File: config.mk
export PLATFORM = sky130hd
export DESIGN_NAME = patt_gen_flat
export DESIGN_NICKNAME = d
export VERILOG_FILES = /design/src/rtl/patt_pkg.sv /design/src/rtl/patt_gen_if.sv /design/src/rtl/patt_shreg.sv /design/src/rtl/patt_gen.sv /design/src/flat_wrapper.sv
export SDC_FILE = /design/constraint.sdc
export NUM_CORES = 1
export LEC_CHECK = 0
export ABC_AREA = 0
export CORE_MARGIN = 1
export CORE_UTILIZATION = 50
export DETAILED_ROUTE_END_ITERATION = 10
export DONT_BUFFER_PORTS = 1
export HOLD_SLACK_MARGIN = 0.15
export SLEW_MARGIN = 10
export SYNTH_ARGS = -nofsm -noshare
export SYNTH_HDL_FRONTEND = slang
export SYNTH_HIERARCHICAL = 1
export SYNTH_SLANG_ARGS = --single-unit
File: constraint.sdc
create_clock -name clk -period 2.5 [get_ports clk]
set_input_delay 0.25 -clock clk [delete_from_list [all_inputs] [get_ports clk]]
set_output_delay 0.25 -clock clk [all_outputs]
set_load 0.01 [all_outputs]
File: src/rtl/patt_pkg.sv
// patt_pkg: definitions shared by the pattern transmitter and the detector benches.
//   - 2-bit state encodings (ST_IDLE/ST_SEND/ST_FIN) and the matching state_t enum
//   - PATT_1011: default pattern constant for the 1011 detector
//   - PAR_BITS: extra bits per repetition (1 when `PATT_GEN_PARITY_EN is defined)
//   - even_parity(): parity helper for the optional parity cycle
package patt_pkg;

  localparam logic [1:0] ST_IDLE = 2'd0;
  localparam logic [1:0] ST_SEND = 2'd1;
  localparam logic [1:0] ST_FIN  = 2'd2;

  typedef enum logic [1:0] {
    IDLE = ST_IDLE,
    SEND = ST_SEND,
    FIN  = ST_FIN
  } state_t;

  localparam logic [3:0] PATT_1011 = 4'b1011;

`ifdef PATT_GEN_PARITY_EN
  localparam int unsigned PAR_BITS = 1;
`else
  localparam int unsigned PAR_BITS = 0;
`endif

  // Even parity over a zero-extended value: zero padding does not change the XOR.
  function automatic logic even_parity(input logic [31:0] v);
    return ^v;
  endfunction

endpackage

File: src/rtl/patt_gen_if.sv
// patt_gen_if: request/serial-output bundle of the pattern transmitter.
//   start, patt[W-1:0], reps[CNT_W-1:0] : request side (driven by master)
//   x, vld, busy, done                  : transmitter side (driven by slave)
// Modports: master (requester / bench), slave (patt_gen).
interface patt_gen_if #(
  parameter int W     = 4,
  parameter int CNT_W = 4
) ();

  logic             start;
  logic [W-1:0]     patt;
  logic [CNT_W-1:0] reps;
  logic             x;
  logic             vld;
  logic             busy;
  logic             done;

  modport master (
    output start, patt, reps,
    input  x, vld, busy, done
  );

  modport slave (
    input  start, patt, reps,
    output x, vld, busy, done
  );

endinterface

File: src/rtl/patt_shreg.sv
// patt_shreg: W-bit parallel-load, shift-left register; msb is the bit on the wire.
// Ports:
//   clk    in  clock
//   rst_b  in  asynchronous active-low reset (clears register)
//   load   in  load din (has priority over shift)
//   shift  in  shift left by one, zero filled
//   din    in  parallel load value [W-1:0]
//   msb    out register bit W-1
module patt_shreg #(
  parameter int W = 4
) (
  input  logic         clk,
  input  logic         rst_b,
  input  logic         load,
  input  logic         shift,
  input  logic [W-1:0] din,
  output logic         msb
);

  logic [W-1:0] q_r;

  // Shift register: load wins over shift, otherwise hold.
  always_ff @(posedge clk or negedge rst_b) begin
    if (!rst_b) begin
      q_r <= {W{1'b0}};
    end else if (load) begin
      q_r <= din;
    end else if (shift) begin
      q_r <= {q_r[W-2:0], 1'b0};
    end else begin
      q_r <= q_r;
    end
  end

  assign msb = q_r[W-1];

endmodule

File: src/rtl/patt_gen.sv
// patt_gen: serial pattern transmitter.
//   On an accepted start (IDLE only) latches patt/reps and sends the pattern MSB-first
//   on x, one bit per clock, reps times back-to-back, then pulses done for one cycle.
// Ports:
//   clk    in  clock
//   rst_b  in  asynchronous active-low reset; aborts any transmission
//   bus    patt_gen_if.slave: start/patt/reps in, x/vld/busy/done out
// Configuration:
//   `PATT_GEN_PARITY_EN : append an even-parity bit (^patt) after patt[0] of every repetition.
// Note: x is taken straight from the shift register msb. The register is zero in IDLE and
// FIN (cleared by reset, shifted empty by the final bit, never loaded when reps==0), so x
// is a flop output that is already 0 whenever vld is low.
module patt_gen
  import patt_pkg::*;
#(
  parameter int W     = 4,
  parameter int CNT_W = 4
) (
  input  logic       clk,
  input  logic       rst_b,
  patt_gen_if.slave  bus
);

  localparam int IDX_W = $clog2(W + 1);
  localparam int LAST  = W - 1 + int'(PAR_BITS);

  localparam logic [IDX_W-1:0] IDX_ZERO = {IDX_W{1'b0}};
  localparam logic [IDX_W-1:0] IDX_ONE  = IDX_W'(1);
  localparam logic [IDX_W-1:0] IDX_LAST = IDX_W'(LAST);
`ifdef PATT_GEN_PARITY_EN
  localparam logic [IDX_W-1:0] IDX_PAR  = IDX_W'(W - 1);
`endif
  localparam logic [CNT_W-1:0] REP_ZERO = {CNT_W{1'b0}};
  localparam logic [CNT_W-1:0] REP_ONE  = CNT_W'(1);

  state_t           state_r, state_n;
  logic [W-1:0]     patt_r, patt_n;
  logic [CNT_W-1:0] rep_r, rep_n;
  logic [IDX_W-1:0] idx_r, idx_n;
  logic             sh_load, sh_shift;
  logic [W-1:0]     sh_din;
  logic             sh_msb;
  logic             vld_r, busy_r, done_r;

  patt_shreg #(.W(W)) u_shreg (
    .clk   (clk),
    .rst_b (rst_b),
    .load  (sh_load),
    .shift (sh_shift),
    .din   (sh_din),
    .msb   (sh_msb)
  );

  // Next-state, counter and shift-register control.
  always_comb begin
    state_n  = state_r;
    patt_n   = patt_r;
    rep_n    = rep_r;
    idx_n    = idx_r;
    sh_load  = 1'b0;
    sh_shift = 1'b0;
    sh_din   = patt_r;
    case (state_r)
      IDLE: begin
        if (bus.start) begin
          patt_n = bus.patt;
          rep_n  = bus.reps;
          idx_n  = IDX_ZERO;
          if (bus.reps != REP_ZERO) begin
            // Load straight from the port so patt[W-1] is on x the very next cycle.
            state_n = SEND;
            sh_load = 1'b1;
            sh_din  = bus.patt;
          end else begin
            state_n = FIN;
          end
        end else begin
          state_n = IDLE;
        end
      end
      SEND: begin
        if (idx_r == IDX_LAST) begin
          rep_n = rep_r - REP_ONE;
          idx_n = IDX_ZERO;
          if (rep_r == REP_ONE) begin
            // Final bit: shifting empties the register so x returns to 0.
            state_n  = FIN;
            sh_shift = 1'b1;
          end else begin
            // Reload for the next repetition with no idle gap.
            sh_load = 1'b1;
            sh_din  = patt_r;
          end
        end
`ifdef PATT_GEN_PARITY_EN
        else if (idx_r == IDX_PAR) begin
          // Put the parity bit in the msb slot; the trailing zeros keep x clean afterwards.
          idx_n   = idx_r + IDX_ONE;
          sh_load = 1'b1;
          sh_din  = {even_parity(32'(patt_r)), {(W-1){1'b0}}};
        end
`endif
        else begin
          idx_n    = idx_r + IDX_ONE;
          sh_shift = 1'b1;
        end
      end
      FIN: begin
        state_n = IDLE;
      end
      default: begin
        state_n = IDLE;
      end
    endcase
  end

  // State, latched request and counters.
  always_ff @(posedge clk or negedge rst_b) begin
    if (!rst_b) begin
      state_r <= IDLE;
      patt_r  <= {W{1'b0}};
      rep_r   <= REP_ZERO;
      idx_r   <= IDX_ZERO;
    end else begin
      state_r <= state_n;
      patt_r  <= patt_n;
      rep_r   <= rep_n;
      idx_r   <= idx_n;
    end
  end

  // Framing outputs registered from the next state so they line up with x.
  always_ff @(posedge clk or negedge rst_b) begin
    if (!rst_b) begin
      vld_r  <= 1'b0;
      busy_r <= 1'b0;
      done_r <= 1'b0;
    end else begin
      vld_r  <= (state_n == SEND);
      busy_r <= (state_n != IDLE);
      done_r <= (state_n == FIN);
    end
  end

  assign bus.x    = sh_msb;
  assign bus.vld  = vld_r;
  assign bus.busy = busy_r;
  assign bus.done = done_r;

endmodule

File: src/flat_wrapper.sv
// flat-port wrapper written by rule: the top's interface ports become plain ports
module patt_gen_flat import patt_pkg::*;
#(
  parameter int W     = 4,
  parameter int CNT_W = 4
)
  (clk, rst_b, bus_start, bus_patt, bus_reps, bus_x, bus_vld, bus_busy, bus_done);
  patt_gen_if #(.W(W), .CNT_W(CNT_W)) bus_i ();
  input  logic clk;
  input  logic rst_b;
  input wire logic [$bits(bus_i.start)-1:0] bus_start;
  input wire logic [$bits(bus_i.patt)-1:0] bus_patt;
  input wire logic [$bits(bus_i.reps)-1:0] bus_reps;
  output wire logic [$bits(bus_i.x)-1:0] bus_x;
  output wire logic [$bits(bus_i.vld)-1:0] bus_vld;
  output wire logic [$bits(bus_i.busy)-1:0] bus_busy;
  output wire logic [$bits(bus_i.done)-1:0] bus_done;
  assign bus_i.start = bus_start;
  assign bus_i.patt = bus_patt;
  assign bus_i.reps = bus_reps;
  assign bus_x = bus_i.x;
  assign bus_vld = bus_i.vld;
  assign bus_busy = bus_i.busy;
  assign bus_done = bus_i.done;
  patt_gen #(.W(W), .CNT_W(CNT_W)) u_core (.clk(clk), .rst_b(rst_b), .bus(bus_i));
endmodule
==> results of run 1 <==
## worst min path at each step
stage	startpoint	endpoint	slack (ps)	depth (start not counted)
after floorplan	rst_b	u_core/bus.busy	-50	0
after global placement	rst_b	u_core/rep_r[0]	-50	0
after detailed placement	rst_b	u_core/rep_r[2]	-50	0
after CTS	bus_reps[0]	u_core/state_r[1]	160	3
after global routing	bus_reps[0]	u_core/state_r[1]	160	3
final	bus_reps[0]	u_core/state_r[1]	180	3
## final cells by class
class                           count  area share
Inverter                            3    0.009815
Multi-Input combinational cell     74      0.4253
Tap cell                           25     0.02726
Sequential cell                    20      0.4362
Timing Repair Buffer                8     0.06979
Clock buffer                        4     0.03162
## report_power, final
group | internal [µW] | switching, µW
Clock | 88.8 | 98.0
Sequential | 447 | 102
Combinational | 205 | 251
## registers in the layout, summed over array words and instances (netlist names)
signal / count
u_core/bus.done: 1
u_core/bus.vld: 1
u_core/bus.busy: 1
u_core/rep_r: 4
u_core/u_shreg/q_r: 4
u_core/patt_r: 4
u_core/idx_r: 3
u_core/state_r: 2
## cells by family (layout without fill, tap and decap cells)
| family | after synthesis | after routing | share of synthesized area |
|---|---|---|---|
| AND/OR/NAND/NOR | 45 | 45 | 0.2494 |
| flip-flops | 20 | 20 | 0.4963 |
| adder cells (fa/ha/maj) | 3 | 3 | 0.03722 |
| AO/OA/AOI/OAI | 19 | 19 | 0.1228 |
| buffers and inverters | 5 | 15 | 0.01984 |
| multiplexers | 7 | 7 | 0.07444 |
## metal layers
| layer | GRT usage | vias to the layer above |
|---|---|---|
| met5 | 0 | - |
| met3 | 0.03846 | 2 |
| met2 | 0.3167 | 14 |
| li1 | - | 375 |
| met4 | 0.1086 | 0 |
| met1 | 0.2951 | 374 |
## stage by stage
step | total power, µW | setup slack (ps)
after floorplan | 901.1 | 712.7
after global placement | 981.7 | 572.2
after detailed placement | 994.9 | 543.2
after CTS | 1206 | 525.2
after global routing | 1292 | 383.7
final | 1191 | 523.4
## cell usage after synthesis, drive strengths merged
master	instances
and4bb	1
dfrtp	20
nor3	5
nor2	6
a21o	1
buf	1
inv	3
o22ai	2
clkbuf	1
nand2b	3
mux2	4
nand3	2
a22o	1
o31ai	3
nand3b	1
or3b	2
a21oi	2
and3	1
o32ai	1
nor2b	1
a211oi	2
or3	1
o21ai	6
nor3b	1
nand2	20
nor4	1
mux2i	3
a311oi	1
ha	3
## worst min-delay path: cells and delay by family
family           cells  cell delay (ps)
AO/OA/AOI/OAI        1               70
AND/OR/NAND/NOR      2              120
==> results.json, run 1 <==
{
  "status": "finished, final reports clean",
  "setup_viol": 0,
  "area_growth_pct": 13.77,
  "grt_max_degree": 21,
  "worst_pin_slew_ps": 914.5,
  "timing.fmax_mhz": 505.9,
  "place_area_um2": 1031,
  "io-pin-count": 15,
  "row_count": 15,
  "yosys_warnings": 6,
  "leakage_uw": 0.0005218,
  "rsz0062_at_grt": "no",
  "synth.distinct_cells": 33,
  "path_buf_inv": 0,
  "clockBufferDepth": 2,
  "syn_area_um2": 1008,
  "finalHoldWorstSlack_ps": 182.0,
  "antenna_cells": 0,
  "finalNetCount": 124,
  "gp_congestion": 0.8113,
  "clkLatencyLatePin_ps": 300,
  "ir_worst_vdd_mv": 0.6491,
  "drv_slew": 0,
  "dpl.hpwl_mm": 1.367,
  "core_um2": 1802,
  "syn_inst": 99,
  "grt_antenna_before_repair": 0,
  "hold_violations": 0,
  "syn_area_per_cell_um2": 10.19,
  "post_drt_via_cell_ratio": 5.709,
  "max_slew_margin": 0.3884,
  "firstDrtPassIters": 4,
  "register_area_um2": 500.5,
  "instances_no_fill": 134,
  "hold_path.class": "in -> reg",
  "placed_cells": 122,
  "crit_path_start": "u_core/rep_r[0]",
  "netlist_top_cells_area": "dfrtp_1 (50%), nand2_1 (7.4%), ha_1 (3.7%)",
  "cp_data_required_time_ps": 2690,
  "grt_pass1_vias": 716,
  "slowest_delay_ps": 500,
  "routed-wl-met3_um": 75,
  "worstRegToRegCells": 5,
  "holdBufCountCts": 8,
  "grt_pass1_wl_mm": 3.174,
  "cts_sinks": 20,
  "via_count": 765,
  "io_buffers": 0,
  "clock_skew_ps": 3.445,
  "r2r-start": "u_core/rep_r[0]",
  "start_util": 0.5597,
  "power.density_nw_per_um2": 1038,
  "slowest_stage": "or3b_2",
  "top_layer": "met4",
  "nFillCells": 165,
  "drtIter0Drc": 21,
  "clkTransAtPathRegs_ps": 110,
  "path_cells": "ha_1 > or3b_2 > a21oi_1 > mux2i_1 > o21ai_1",
  "dieArea_um2": 2201,
  "cts_tree": "built",
  "cp.depth": 5,
  "overflow": 0,
  "worst_setup_path_end_kind": "flop",
  "reg2reg_slack_ps": 520,
  "drc": 0,
  "cts_buffers": 3,
  "fin_crit_sh": 0.7906,
  "h-tree-depth": 1,
  "cp_top_family": "simple AND/OR/NAND/NOR gates",
  "wl_per_cell_um": 15.13,
  "met2WireLength_um": 922,
  "yosysTopAreaCell": "dfrtp_1",
  "synthesis.nets": 113,
  "reg2reg_to": "u_core/u_shreg/q_r[1]",
  "drt-total-wl_mm": 2.028,
  "cap_violations": 0,
  "ys_seq_elements": 20,
  "grtUsageTotal": 0.2120,
  "wl_met1_mm": 1.014,
  "fin_setup_tns_ps": 0,
  "fp.dieW_um": 46.91,
  "cts_root_buffer": "clkbuf_4",
  "crit_arrival_ps": 2170,
  "antenna_left": 0,
  "path_max_fanout": 7,
  "crit_path_end": "u_core/u_shreg/q_r[1]",
  "yosys.area.top_type_share": 0.4963,
  "final.min_clock_period_ps": 1977,
  "postLayoutCellArea_um2": 1147,
  "path_class": "reg -> reg",
  "ctsResizeCount": 0,
  "multi_input_area_um2": 488.0,
  "startpoint_type": "flop",
  "final_util": 0.6368,
  "dieHeight_um": 46.91,
  "yosysSeqAreaShare": 0.4963,
  "post_route_cells_drive_above_1_share": 0.1009,
  "postCtsSetupBuffers": 0,
  "layout_common_cells": "nand2_1 (20), dfrtp_1 (20), dlygate4sd3_1 (8), nor2_1 (5), nor3_1 (5)"
}
Note: power is estimated with default switching activity, not from simulation.
==> inputs of run 2 (changes only) <==
--- a/config.mk
+++ b/config.mk
@@ -5,12 +5,13 @@
 export SDC_FILE = /design/constraint.sdc
 export NUM_CORES = 1
 export LEC_CHECK = 0
-export ABC_AREA = 0
+export ABC_AREA = 1
 export CORE_MARGIN = 1
 export CORE_UTILIZATION = 50
 export DETAILED_ROUTE_END_ITERATION = 10
 export DONT_BUFFER_PORTS = 1
 export HOLD_SLACK_MARGIN = 0.15
+export PLACE_DENSITY = 0.68
 export SLEW_MARGIN = 10
 export SYNTH_ARGS = -nofsm -noshare
 export SYNTH_HDL_FRONTEND = slang
==> constraint.sdc (replaced) <==
create_clock -name clk -period 1.71 [get_ports clk]
set_input_delay 0.171 -clock clk [delete_from_list [all_inputs] [get_ports clk]]
set_output_delay 0.171 -clock clk [all_outputs]
set_load 0.01 [all_outputs]
==> run 2 against run 1 <==
Net effect: final cell count is 24% higher; sequential share of layout area is 3.2 points lower; total power up 76%; wire length up 1.0%; first-iteration DRC count down 19%; non-clock buffer count grew 5; largest power group is now combinational logic.
==> results.json, run 2 <==
{
  "firstDrtPassIters": 6,
  "io_buffers": 0,
  "grt_pass1_wl_mm": 3.174,
  "cp_top_family": "flip-flops",
  "clkLatencyLatePin_ps": 310,
  "rsz0062_at_grt": "no",
  "status": "finished, final reports clean",
  "path_cells": "ha_1 > inv_1 > nor2_2 > inv_1 > o21ai_1 > buf_4 > nor2_2 > nand2_1 > nand3_1",
  "drc": 0,
  "grt_max_degree": 21,
  "clockBufferDepth": 2,
  "reg_top3": "u_core/patt_r: 4 flops, u_core/rep_r: 4 flops, u_core/u_shreg/q_r: 4 flops",
  "finalNetCount": 154,
  "syn_area_um2": 1046,
  "cts_root_buffer": "clkbuf_4",
  "grt_pass1_vias": 733,
  "wl_per_cell_um": 12.34,
  "antenna_left": 0,
  "yosysSeqAreaShare": 0.4785,
  "post_route_cells_drive_above_1_share": 0.2014,
  "ctsResizeCount": 0,
  "dieHeight_um": 47.74,
  "yosys_warnings": 6,
  "start_util": 0.5332,
  "dpl.hpwl_mm": 1.376,
  "dieArea_um2": 2279,
  "setup_viol": 0,
  "antenna_cells": 0,
  "path_buf_inv": 3,
  "gp_congestion": 0.8353,
  "fp.dieW_um": 47.74,
  "h-tree-depth": 1,
  "startpoint_type": "flop",
  "synth_edf_count": 0,
  "core_um2": 1962,
  "row_count": 16,
  "hold_violations": 0,
  "cap_violations": 0,
  "cts_tree": "built",
  "leakage_uw": 0.0006132,
  "yosys.area.top_type_share": 0.4785,
  "path_class": "reg -> reg",
  "fin_setup_tns_ps": 0,
  "cp_data_required_time_ps": 1920,
  "netlist_top_cells_area": "dfrtp_1 (48%), nand2_1 (13%), nand3_1 (5.7%)",
  "worst_setup_path_end_kind": "flop",
  "async_flop_share": 1.000,
  "clkTransAtPathRegs_ps": 120,
  "ir_worst_vdd_mv": 0.9691,
  "synth.distinct_cells": 22,
  "yosysTopAreaCell": "dfrtp_1",
  "syn_inst": 124,
  "cts_sinks": 20,
  "power_uw": 2095,
  "via_count": 841,
  "io-pin-count": 15,
  "max_slew_margin": 0.4115,
  "grt_antenna_before_repair": 0,
  "final.min_clock_period_ps": 1494,
  "synthesis.nets": 138,
  "clock_skew_ps": 2.023,
  "slowest_delay_ps": 400,
  "path_max_fanout": 6,
  "fin_crit_sh": 0.8735,
  "area_growth_pct": 18.42,
  "drt-total-wl_mm": 2.049,
  "overflow": 0,
  "netlist_top_cells_count": "nand2_1 (35), dfrtp_1 (20), nand3_1 (12)",
  "timing.fmax_mhz": 669.5,
  "crit_arrival_ps": 1700,
  "slowest_stage": "dfrtp_1",
  "synthFlopType": "dfrtp_1",
  "grtUsageTotal": 0.2111,
  "synth_most_common_cell": "nand2_1",
  "reg2reg_slack_ps": 220,
  "drv_slew": 0,
  "hold_path.class": "in -> reg",
  "worst_pin_slew_ps": 879.8,
  "final_common_cell": "nand2_1",
  "cts_buffers": 3,
  "drtIter0Drc": 17,
  "syn_area_per_cell_um2": 8.436,
  "postCtsSetupBuffers": 0,
  "layout_common_cells": "nand2_1 (35), dfrtp_1 (20), nand3_1 (12), inv_1 (10), dlygate4sd3_1 (10)",
  "ys_seq_elements": 20,
  "post_drt_via_cell_ratio": 5.066,
  "power.density_nw_per_um2": 1691
}
==> run 2: cell types whose count changed in the layout (fill, tap and decap cells not counted), moves of 3 or more <==
cell and delta:
nor3_1 -5, mux2i_1 -3, nand2b_1 -3, buf_4 +3
inv_1 +7, o31ai_1 -3, nand3_1 +10, o21ai_2 +4
nand2_2 +5, o21ai_0 +3, nand2_1 +15, inv_2 +5
==> run 2: cell type report <==
type / count / area (µm²)
clock buffer: 3 / 22.52
clock inverter: 1 / 30.03
fill: 181 / 723.2
inverter: 15 / 56.30
multi-input combinational: 87 / 473.0
sequential: 20 / 500.5
tap: 27 / 33.78
timing repair buffer: 13 / 122.6
==> run 2: kinds of logic after synthesis <==
| group | count (synthesis) | synth area share |
|---|---|---|
| xor+xnor | 1 | 0.008375 |
| compound gates | 19 | 0.1100 |
| buf+inv | 17 | 0.06938 |
| fa+ha+maj | 3 | 0.03589 |
| flops | 20 | 0.4785 |
| simple gates | 64 | 0.2979 |
==> run 2: worst reg2reg max path: cells and delay by family (launching register included) <==
family | cells | cell delay, ps
flops | 1 | 400
buf+inv | 3 | 330
compound gates | 1 | 160
fa+ha+maj | 1 | 150
simple gates | 4 | 370
==> run 2: what timing repair did <==
action                                  in CTS  in global routing
endpoints found under the setup margin       0                  0
hold buffers                                10                  0
endpoints found under the hold margin       33                  0
==> run 2: metrics by stage <==
stage	setup WS [ps]	hold WS [ps]	utilization	instance area [µm²]	cells
6_report	216.3	231.9	0.6314	1239	166
5_1_grt	79.36	231.6	0.6314	1239	166
4_1_cts	226.2	220.2	0.6314	1239	166
3_5_place_dp	257.5	-124.2	0.5536	1086	152
3_3_place_gp	297.5	-124.2	0.5536	1086	152
2_1_floorplan	270.0	-124.6	-	1046	124
==> run 2: path summary, 6_finish.rpt <==
check | from | end | cells after the start
worst min register to register | u_core/u_shreg/q_r[0] | u_core/u_shreg/q_r[0] | 2
worst min-delay path | bus_start | u_core/bus.busy | 3
min in group asynchronous | rst_b | u_core/state_r[1] | 1
worst max register to register | u_core/idx_r[0] | u_core/u_shreg/q_r[1] | 9
max in group asynchronous | rst_b | u_core/bus.busy | 1
worst max-delay path | u_core/idx_r[0] | u_core/u_shreg/q_r[1] | 9
==> run 2: metal layers <==
| layer | GRT usage | vias up | wire (µm) |
|---|---|---|---|
| met5 | 0 | - | 0 |
| met4 | 0.1444 | 0 | 47 |
| met3 | 0.04528 | 6 | 98 |
| met2 | 0.3108 | 25 | 1008 |
| met1 | 0.2759 | 381 | 894 |
| li1 | - | 429 | - |
==> run 2: power breakdown <==
part / internal (µW) / switching [µW] / total, µW
Clock: 237 / 160 / 397
Sequential: 645 / 132 / 777
Combinational: 356 / 565 / 921
==> inputs of run 3 (changes only) <==
==> constraint.sdc (replaced) <==
create_clock -name clk -period 1.3 [get_ports clk]
set_input_delay 0.13 -clock clk [delete_from_list [all_inputs] [get_ports clk]]
set_output_delay 0.13 -clock clk [all_outputs]
set_load 0.01 [all_outputs]
==> run 3 against run 2 <==
Net effect: total power rose by 43%; register-to-register slack got worse by 280 ps; final cell count rose by 8.4%; first-iteration DRC count rose by 12%; die area did not move; the run now ends with setup timing left; non-clock buffer count rose by 14; clock skew fell by 1.2 ps; sequential power rose by 31%; setup slack got worse by 280 ps; global-route usage fell by 1.6 points; critical path type unchanged; combinational power rose by 76%; fmax rose by 9.5%.
==> results.json, run 3 (synthesis gave the netlist of run 2 again) <==
{
  "clock_skew_ps": 0.8290,
  "fin_crit_sh": 1.049,
  "clkTransAtPathRegs_ps": 110,
  "instances_no_fill": 180,
  "reg2reg_slack_ps": -60,
  "io-pin-count": 15,
  "grt.met2_usage": 0.2838,
  "area_growth_pct": 31.70,
  "dpl_worst_slack_ps": -47.42,
  "power.density_nw_per_um2": 2175,
  "start_util": 0.5332,
  "timing.fmax_mhz": 733.3,
  "cts_sinks": 20,
  "cp_top_family": "flip-flops",
  "wl_per_cell_um": 12.14,
  "dieArea_um2": 2279,
  "path_cells": "ha_2 > nand2_2 > nand2_2 > o21ai_4 > inv_2 > nand3_2 > nand3_2",
  "power_uw": 2996,
  "slowest_stage": "dfrtp_1",
  "antenna_cells": 0,
  "rsz0062_at_grt": "yes",
  "grt_use_met1": 0.2813,
  "violations": "setup timing",
  "worst_setup_path_end_kind": "flop",
  "path_max_fanout": 6,
  "worstRegToRegCells": 7,
  "grt_max_degree": 21,
  "overflow": 0,
  "row_count": 16,
  "max_slew_margin": 0.4089,
  "reg_top3": "u_core/patt_r: 4 flops, u_core/rep_r: 4 flops, u_core/u_shreg/q_r: 4 flops",
  "dieHeight_um": 47.74,
  "cts_tree": "built",
  "h-tree-depth": 1,
  "nFillCells": 162,
  "fin_ws_ps": -63.77,
  "dpl.hpwl_mm": 1.434,
  "finalNetCount": 168,
  "post_drt_via_cell_ratio": 4.822,
  "via_count": 868,
  "reg2reg_to": "u_core/u_shreg/q_r[3]",
  "register_area_um2": 500.5,
  "worst_pin_slew_ps": 883.7,
  "grtUsageTotal": 0.1948,
  "hold_violations": 0,
  "grt_antenna_before_repair": 0,
  "slowest_delay_ps": 410,
  "cts_root_buffer": "clkbuf_4",
  "fin_setup_tns_ps": -233.1,
  "clockBufferDepth": 2,
  "r2r-start": "u_core/rep_r[0]",
  "clkLatencyLatePin_ps": 300,
  "cp_data_required_time_ps": 1500,
  "final_common_cell": "nand2_1",
  "final.min_clock_period_ps": 1364,
  "cp.depth": 7,
  "leakage_uw": 0.0006852,
  "hold_path.class": "in -> reg",
  "ir_worst_vdd_mv": 1.109,
  "core_um2": 1962,
  "path_buf_inv": 1,
  "cap_violations": 0,
  "gr-max-usage-layer": "met2",
  "drv_slew": 0,
  "drtIter0Drc": 19,
  "antenna_left": 0,
  "crit_path_start": "u_core/rep_r[0]",
  "finalHoldWorstSlack_ps": 216.5,
  "setup_viol": 4,
  "firstDrtPassIters": 4,
  "globalRouteMet3Util": 0.04906,
  "drc": 0,
  "multi_input_area_um2": 525.5,
  "fp.dieW_um": 47.74,
  "post_route_cells_drive_above_1_share": 0.3529,
  "gp_congestion": 0.7923,
  "crit_arrival_ps": 1560,
  "cts_buffers": 3,
  "path_class": "reg -> reg",
  "status": "finished, violations left",
  "layout_common_cells": "nand2_1 (33), dfrtp_1 (20), buf_4 (18), nand3_1 (9), dlygate4sd3_1 (9)",
  "crit_path_end": "u_core/u_shreg/q_r[3]",
  "startpoint_type": "flop",
  "drt-total-wl_mm": 2.186,
  "grt_pass1_vias": 737,
  "placed_cells": 162,
  "grt_pass1_wl_mm": 3.084,
  "io_buffers": 0
}
-- run 3: changes by cell type in the layout (fill, tap and decap cells not counted), moves of 2 or more --
cell     before  now
nand3_1      12    9
nor2_2        2    0
nand2_1      35   33
nor2_4        1    3
inv_1        10    7
nand3_2       0    3
inv_2         5    8
buf_4         3   18
-- run 3: layout make-up --
cell class	instances	share of cell area
clock buffers	4	0.02634
inverters	15	0.04087
well taps	27	0.02452
multi-input cells	87	0.3815
flip-flops and latches	20	0.3633
repair buffers	27	0.1635
-- run 3: per-stage QoR --
step                        util  instance area [µm²]
after floorplan                -                 1060
after global placement    0.5989                 1175
after detailed placement  0.5989                 1175
after CTS                 0.6696                 1314
after global routing      0.7022                 1378
final                     0.7022                 1378
-- run 3: what timing repair did --
item	in CTS	in global routing
pin swaps	1	3
resized for setup	5	7
hold buffers	9	0
hold endpoints to repair	34	0
setup buffers	0	5
endpoints found under the setup margin	4	8
-- run 3: how the worst min path moves through the flow --
stage,slack (ps),endpoint,depth (start not counted),startpoint
2_1_floorplan,-170,u_core/bus.busy,0,rst_b
3_3_place_gp,-170,u_core/rep_r[2],0,rst_b
3_5_place_dp,-170,u_core/rep_r[2],0,rst_b
4_1_cts,200,u_core/bus.busy,3,bus_start
5_1_grt,220,u_core/bus.busy,3,bus_start
6_report,220,u_core/bus.busy,3,bus_start
-- run 3: per-layer routing --
metal	share of wire	wire length, µm
met5	0	0
met4	0.017	38
met3	0.028	61
met2	0.48	1045
met1	0.48	1041
-- run 3: worst min-delay path, stage by stage --
cell and delay (ps):
nand3_4 70, buf_4 190, nand2_2 90
-- run 3: report_power, final --
group          total (µW)  switching [µW]  internal [µW]  leakage [µW]
clock network         360             190            171     0.0000210
logic                1620             875            742      0.000417
registers            1020             170            849      0.000247
total                3000            1230           1760      0.000685
